## src/rtl/bin2bcd_seq.sv

```systemverilog
// Sequential binary-to-BCD converter (shift-add-3, one bit per cycle) with saturation on overflow.
// Optional leading-zero mask enabled by defining BIN2BCD_LZ_BLANK_EN; otherwise lz_mask is tied to 0.
module bin2bcd_seq #(
   parameter int IN_W   = 32,
   parameter int DIGITS = 4
) (
   input  logic                  clk,
   input  logic                  rst,
   input  logic                  start,
   input  logic [IN_W-1:0]       bin_in,
   output logic                  busy,
   output logic                  done,
   output logic [4*DIGITS-1:0]   bcd_out,
   output logic                  overflow,
   output logic [DIGITS-1:0]     lz_mask,
   output logic [1:0]            o_dbg_state
);

   // Handshake: start is taken on any rising edge where the FSM is in IDLE or DONE;
   // done pulses for exactly one cycle, and the result ports hold until the next pulse.
   localparam int CNT_W = $clog2(IN_W + 1);
   localparam int BCD_W = 4 * DIGITS;

   typedef enum logic [1:0] {
      S_IDLE  = 2'd0,
      S_SHIFT = 2'd1,
      S_DONE  = 2'd2
   } state_t;

   state_t             r_state;
   state_t             w_next_state;
   logic [IN_W-1:0]    r_operand;
   logic [BCD_W-1:0]   r_scratch;
   logic               r_ovf;
   logic [CNT_W-1:0]   r_cnt;
   logic [BCD_W-1:0]   w_adj;
   logic [BCD_W-1:0]   w_result;
   logic [DIGITS-1:0]  w_lz;
   logic               w_accept;

   assign w_accept = start && ((r_state == S_IDLE) || (r_state == S_DONE));

   always_ff @(posedge clk) begin
      if (rst) r_state <= S_IDLE;
      else     r_state <= w_next_state;
   end

   always_comb begin
      w_next_state = r_state;
      case (r_state)
         S_IDLE:  if (start) w_next_state = S_SHIFT;
         S_SHIFT: if (r_cnt == CNT_W'(1)) w_next_state = S_DONE;
         S_DONE:  w_next_state = start ? S_SHIFT : S_IDLE;
         default: w_next_state = S_IDLE;
      endcase
   end

   always_comb begin
      busy        = (r_state == S_SHIFT);
      o_dbg_state = r_state;
   end

   // Pre-shift correction: any digit >= 5 would exceed 9 after doubling.
   always_comb begin
      w_adj = r_scratch;
      for (int d = 0; d < DIGITS; d++) begin
         if (r_scratch[4*d +: 4] >= 4'd5) w_adj[4*d +: 4] = r_scratch[4*d +: 4] + 4'd3;
      end
   end

   assign w_result = r_ovf ? {DIGITS{4'h9}} : r_scratch;

   always_comb begin
      w_lz = '0;
`ifdef BIN2BCD_LZ_BLANK_EN
      begin : g_lz
         logic w_zero_above;
         w_zero_above = 1'b1;
         for (int i = DIGITS - 1; i >= 1; i--) begin
            w_zero_above = w_zero_above && (w_result[4*i +: 4] == 4'd0);
            w_lz[i]      = w_zero_above;
         end
      end
`endif
   end

   always_ff @(posedge clk) begin
      if (rst) begin
         r_operand <= '0;
         r_scratch <= '0;
         r_ovf     <= 1'b0;
         r_cnt     <= '0;
      end else if (w_accept) begin
         r_operand <= bin_in;
         r_scratch <= '0;
         r_ovf     <= 1'b0;
         r_cnt     <= CNT_W'(IN_W);
      end else if (r_state == S_SHIFT) begin
         r_scratch <= {w_adj[BCD_W-2:0], r_operand[IN_W-1]};
         r_operand <= {r_operand[IN_W-2:0], 1'b0};
         r_cnt     <= r_cnt - 1'b1;
         if (w_adj[BCD_W-1]) r_ovf <= 1'b1;
      end
   end

   // Result registers load on the edge leaving DONE, so done lines up with fresh data.
   always_ff @(posedge clk) begin
      if (rst) begin
         done     <= 1'b0;
         bcd_out  <= '0;
         overflow <= 1'b0;
         lz_mask  <= '0;
      end else begin
         done <= (r_state == S_DONE);
         if (r_state == S_DONE) begin
            bcd_out  <= w_result;
            overflow <= r_ovf;
            lz_mask  <= w_lz;
         end
      end
   end

endmodule

```

## config.mk

```make
export PLATFORM = sky130hd
export DESIGN_NAME = bin2bcd_seq
export DESIGN_NICKNAME = d
export VERILOG_FILES = /design/src/rtl/bin2bcd_seq.sv
export SDC_FILE = /design/constraint.sdc
export NUM_CORES = 1
export LEC_CHECK = 0
export ABC_AREA = 1
export BUFFER_PORTS_ARGS = -buffer_cell sky130_fd_sc_hd__buf_2
export CORE_UTILIZATION = 60
export CTS_CLUSTER_SIZE = 28
export DETAILED_ROUTE_END_ITERATION = 10
export GPL_TIMING_DRIVEN = 0
export PLACE_DENSITY = 0.87
export RECOVER_POWER = 100
export SYNTH_ARGS = -nofsm -noshare
export SYNTH_HDL_FRONTEND = slang
export SYNTH_SLANG_ARGS = --single-unit
```

## constraint.sdc

```tcl
create_clock -name clk -period 1.9 [get_ports clk]
set_input_delay 0.095 -clock clk [delete_from_list [all_inputs] [get_ports clk]]
set_output_delay 0.095 -clock clk [all_outputs]
set_load 0.01 [all_outputs]
```

==> results_dict.tcl, run 1 <==
set metrics [dict create \
    max-cap-violations 0 \
    wirelength_um 7819 \
    setup_viol 0 \
    synth_compound_area_frac 0.1621 \
    synthXorXnorAreaFrac 0 \
    wl_per_cell_um 12.73 \
    dp_slack_ns 0.5291 \
    switching_power_w 0.0008950 \
    port_buffers 54 \
    routed_via_density 5.298 \
    grt_pass1_wl_um 13190 \
    synth_simple_gate_area_frac 0.2513 \
    ff2ff_setup_slack_ns 0.29 \
    min_period_ns 1.628 \
    fin_ws_ns 0.2717 \
    start_util 0.6426 \
    seq_power_share 0.510 \
    ys.flop_type "dfxtp_1" \
    power.internal_w 0.002462 \
    syn_inst 471 \
    rows 26 \
    cp.required_ns 1.80 \
    p_comb_frac 0.131 \
    synthMostInstantiatedCell "nand2_1" \
    cp-end-kind "primary output" \
    crit_arrival_ns 1.53 \
    dr_wl_met2_um 3733 \
    drive_gt1_frac 0.1195 \
    cts_max_level 3 \
    startpoint_type "flip-flop" \
    cp_max_fo 10 \
    synth_edf_count 0 \
    nets 584 \
    synth_mux_area_frac 0 \
    clock_latency_ns 0.35 \
    met1_length_um 3434 \
    synth_async_sr_flop_share 0 \
    whs_ns 0.01812 \
    dr.pass1.iters 5 \
    grt_max_degree 12 \
    p_sw_frac 0.2666 \
    clk_path_buf_depth 2 \
    rsz0062_at_grt "false" \
    cts_buffers 9 \
    synth.top_cell.area_share 0.4461 \
    core_um2 5238 \
    die_y_um 76.90 \
    max_freq_ghz 0.6142 \
    maxSlewViolCount 0 \
    slew_headroom 0.5863 \
    fin_crit_sh 0.8570 \
    insertedDiodeCount 0 \
    ios 60 \
    synthTopCellsByCount "129 x nand2_1, 75 x dfxtp_1, 50 x inv_1, 42 x nor2_1, 37 x o21ai_0" \
    holdCritPathClass "input pin to flip-flop" \
    grt_usage 0.2811 \
    synth_area_leader_cell "dfxtp_1" \
    finalSetupTns_ns 0 \
    ant_nets 0 \
    skew_ns 0.006992 \
    syn-mean-instance-area_um2 7.146 \
    gp_congestion 0.8235 \
    ys_warn_count 0 \
    area_growth_pct 15.20 \
    synth_top_family_by_area "simple AND/OR/NAND/NOR gates" \
    power_w 0.003357 \
    post_cts_buffers 0 \
    die_area_um2 5913 \
    fp.dieW_um 76.90 \
    vdd_drop_max_uv 663.0 \
    cts_num_sinks 75 \
    grt_overflow 0 \
    drc 0 \
    antenna_found_initial 0 \
    leakagePower_nw 1.692 \
    hold_viol 0 \
    p_clk_frac 0.359 \
    status "completed" \
    dp_hpwl_um 5557 \
    cts_hold_buf 0 \
    routed.top_layer "met4" \
    drtIter0Drc 274 \
    ys_types 22 \
    power_density_nw_per_um2 865.7 \
    clk_pin_slew_ns 0.07 \
    fillers 445 \
    wl_met3_um 541 \
    ys_seq_elements 75 \
    critical_path_class "flip-flop to primary output" \
    first_global_vias 3004 \
    cts_tree "yes" \
    synth_sequential_area_ratio 0.4461 \
    vias 3253 \
    cts_resized 0 \
    synth.area.top_cells "dfxtp_1 45%, nand2_1 14%, inv_1 5.6%" \
    syn_area_um2 3366 \
    tightest_slew_ns 0.6205 \
    root_buffer "clkbuf_8" \
    synth_adder_area_share 0.03717 \
]
-- logic make-up after synthesis --
kind of cell	Yosys count
fa+ha+maj	10
buf+inv	80
flops	75
other cells	1
simple gates	208
compound gates	97
-- per-layer routing --
layer / vias up / track usage
met3: 15 / 0.05833
met1: 1479 / 0.3363
li1: 1643 / -
met2: 116 / 0.4893
met5: - / 0
met4: 0 / 0.1096
-- power by group through the flow --
stage | clock (W) | combinational (W) | sequential (W)
global route | 0.00129 | 0.000495 | 0.00172
CTS | 0.00121 | 0.000444 | 0.00171
finish | 0.00120 | 0.000439 | 0.00171
global placement | 0 | 0.000428 | 0.00174
floorplan | 0 | 0.000315 | 0.00174
detailed placement | 0 | 0.000441 | 0.00175
-- cell type report --
cell class,instances,area (µm²),area share
Buffer,26,135.1,0.03485
Clock buffer,14,152.6,0.03937
Clock inverter,2,35.03,0.009035
Inverter,54,202.7,0.05227
Multi-Input combinational cell,319,1519,0.3917
Sequential cell,75,1501,0.3872
Tap cell,70,87.58,0.02259
Timing Repair Buffer,54,244.0,0.06292
-- through the flow --
step	cell area, µm²	instances	utilization
final	3877	614	0.7403
after global routing	3877	614	0.7403
after CTS	3923	614	0.7489
after detailed placement	3735	598	0.7131
after global placement	3735	598	0.7131
after floorplan	3377	474	-
-- sequential cells by signal, summed over array words and instances (netlist names) --
| signal | count |
|---|---|
| r_operand | 32 |
| bcd_out | 16 |
| r_scratch | 16 |
| r_cnt | 6 |
| o_dbg_state | 2 |
| done | 1 |
| overflow | 1 |
| r_ovf | 1 |
-- placed cells by master (no fill, tap or decap) --
master	Yosys	layout
clkinv_2	0	1
nor2_2	3	2
dfxtp_1	75	75
nand2_2	2	1
nor2_4	1	1
buf_4	5	5
ha_1	10	10
bufinv_16	0	1
a31oi_1	10	10
inv_1	50	53
inv_2	4	1
a21oi_1	31	31
conb_1	1	4
buf_6	1	1
clkbuf_8	0	10
o21ai_0	37	37
a211oi_1	19	19
nor2_1	42	43
nand3_1	27	27
nand2_1	129	131
nor3_1	3	3
buf_2	14	42
clkbuf_1	5	35
buf_1	1	1
-- critical path: stages (launching register included) --
cell      delay, ns
dfxtp_1        0.38
inv_1          0.13
nor2_2         0.21
buf_2          0.29
clkbuf_1       0.18
-- worst paths after layout --
| path | cells after the start | from | endpoint |
|---|---|---|---|
| worst max register to register | 6 | o_dbg_state[0] | r_operand[3] |
| worst max-delay path | 4 | o_dbg_state[0] | busy |
| worst min-delay path | 3 | bin_in[1] | r_operand[1] |
| worst min register to register | 2 | r_operand[20] | r_operand[20] |
No activity file was read; power rests on OpenSTA's default activity.
==> run 2, diff against run 1 <==
--- a/config.mk
+++ b/config.mk
@@ -7,11 +7,11 @@
 export LEC_CHECK = 0
 export ABC_AREA = 1
 export BUFFER_PORTS_ARGS = -buffer_cell sky130_fd_sc_hd__buf_2
-export CORE_UTILIZATION = 60
+export CORE_UTILIZATION = 50
 export CTS_CLUSTER_SIZE = 28
 export DETAILED_ROUTE_END_ITERATION = 10
 export GPL_TIMING_DRIVEN = 0
-export PLACE_DENSITY = 0.87
+export PLACE_DENSITY = 0.77
 export RECOVER_POWER = 100
 export SYNTH_ARGS = -nofsm -noshare
 export SYNTH_HDL_FRONTEND = slang
==> constraint.sdc (replaced) <==
create_clock -name clk -period 1.3 [get_ports clk]
set_input_delay 0.065 -clock clk [delete_from_list [all_inputs] [get_ports clk]]
set_output_delay 0.065 -clock clk [all_outputs]
set_load 0.01 [all_outputs]
==> run 2 against run 1 <==
  * The flow now finishes with violations (design-rule violations)
  * Count of clock-buffer cells in the layout down 3
  * Hold slack gained 0.025 ns
  * Worst setup slack worse by 0.22 ns
  * Power increased by 42%
  * Cell count is 3.9% higher
  * Critical endpoint is now r_scratch[14]
  * Die area rose by 19%
  * Critical path type is now flip-flop to flip-flop
  * Global-route usage down 3.8 points
  * Flip-flop and latch count is the same
  * Routed wire length up 9.7%
  * Core utilization down 8.7 points
  * Via count grew 2.4%
  * Combinational power increased by 74%
==> results_dict.tcl, run 2 (same netlist as run 1, synthesis figures left out) <==
set metrics [dict create \
    placed_area_um2 3744 \
    crit_arrival_ns 1.51 \
    cp_max_fo 5 \
    fp.dieW_um 84.05 \
    cp_top_family "simple AND/OR/NAND/NOR gates" \
    tightest_slew_ns 0.6128 \
    slowest_delay_ns 0.38 \
    drtIter0Drc 204 \
    cts_num_sinks 75 \
    leakagePower_nw 1.813 \
    setup_viol 0 \
    area_growth_pct 24.65 \
    status "complete, but fails checks" \
    startpoint_type "flip-flop" \
    fin_ws_ns 0.04813 \
    fillers 561 \
    wirelength_um 8579 \
    first_global_vias 3032 \
    cts_buffers 9 \
    cp.required_ns 1.56 \
    multi_input_area_um2 1619 \
    gp_congestion 0.8671 \
    grt_usage 0.2431 \
    vias 3331 \
    hold_viol 0 \
    reg.largest.list "r_operand (32), bcd_out (16), r_scratch (16)" \
    clk_pin_slew_ns 0.08 \
    die_area_um2 7064 \
    cp.buffers_inverters 3 \
    grt_pass1_wl_um 13360 \
    dp.cells 605 \
    dr.pass1.iters 8 \
    die_y_um 84.05 \
    fin_crit_sh 0.9630 \
    port_buffers 54 \
    start_util 0.5241 \
    dp_slack_ns -0.04585 \
    holdCritPathClass "input pin to flip-flop" \
    grt_max_degree 12 \
    ios 60 \
    cts_max_level 3 \
    largest_reg_flops 32 \
    wl_per_cell_um 13.45 \
    rsz0062_at_grt "true" \
    clock_latency_ns 0.35 \
    top_register "r_operand" \
    routed_via_density 5.221 \
    drc 6 \
    rows 29 \
    nets 603 \
    min_period_ns 1.252 \
    maxSlewViolCount 0 \
    power_density_nw_per_um2 1134 \
    whs_ns 0.04312 \
    layout_common_cells "121 x nand2_1, 65 x dfxtp_1, 43 x inv_1" \
    design_area_um2 4195 \
    drive_gt1_frac 0.2175 \
    clk_path_buf_depth 2 \
    ant_nets 0 \
    critical_path_class "flip-flop to flip-flop" \
    insertedDiodeCount 0 \
    final_common_cell "nand2_1" \
    vdd_drop_max_uv 724.5 \
    grt_overflow 0 \
    instances_no_fill 638 \
    antenna_found_initial 0 \
    dp_hpwl_um 5500 \
    power_w 0.004756 \
    slowest_stage "dfxtp_4" \
    max_freq_ghz 0.7988 \
    slew_headroom 0.5914 \
    core_um2 6422 \
    crit_chain "inv_2, ha_2, nand2_1, nand2_1, nand2_2, inv_1, nand2_1, nand3_1, nand2_1, inv_1" \
    register_area_um2 1529 \
    skew_ns 0.01210 \
    violations "design-rule violations" \
    max-cap-violations 0 \
    cp-end-kind "flip-flop" \
    cts_tree "yes" \
    crit_top_cell "nand2_1" \
    root_buffer "clkbuf_8" \
]
[run 2: report_power, final]
group	internal (W)	switching (W)	leakage, nW	total, W
logic	0.000308	0.000455	1.12	0.000764
registers	0.00242	0.0000796	0.619	0.00250
clock network	0.000667	0.000823	0.0750	0.00149
[run 2: layout make-up]
type / count / share of cell area
clock buffers: 11 / 0.03132
multi-input cells: 319 / 0.3859
flip-flops and latches: 75 / 0.3645
well taps: 77 / 0.02296
plain buffers: 26 / 0.03877
inverters: 54 / 0.05130
repair buffers: 73 / 0.1011
clock inverters: 3 / 0.004175
[run 2: metal layers]
metal | vias to the layer above | wire length (µm) | global-route usage | part of all wire
li1 | 1677 | - | - | -
met1 | 1528 | 3741 | 0.2928 | 0.44
met2 | 111 | 4222 | 0.4121 | 0.49
met3 | 15 | 434 | 0.03956 | 0.051
met4 | 0 | 180 | 0.1348 | 0.021
met5 | - | 0 | 0 | 0
[run 2: worst min-delay path: cells and delay by family]
kind / cells / cell delay [ns]
AO/OA/AOI/OAI: 1 / 0.08
buffers and inverters: 1 / 0.08
AND/OR/NAND/NOR: 1 / 0.12
[run 2: what timing repair did]
item / CTS / global route
pin swaps: 0 / 10
endpoints found under the setup margin: 20 / 56
hold buffers: 11 / 0
buffers inserted: 0 / 8
hold endpoints to repair: 11 / 0
resized for setup: 12 / 49
[run 2: path summary, 6_finish.rpt]
| kind | endpoint | start | depth (start not counted) | slack (ns) |
|---|---|---|---|---|
| max | r_scratch[14] | r_scratch[12] | 10 | 0.05 |
| min reg2reg | r_operand[5] | r_operand[4] | 2 | 0.46 |
| max reg2reg | r_scratch[14] | r_scratch[12] | 10 | 0.05 |
| min | r_operand[31] | bin_in[31] | 3 | 0.04 |
[run 2: per-stage QoR]
stage / util / TNS [ns]
after floorplan: - / 0
after global placement: 0.5829 / -0.05036
after detailed placement: 0.5829 / -0.2147
after CTS: 0.6277 / -0.009836
after global routing: 0.6532 / -0.1940
final: 0.6532 / 0
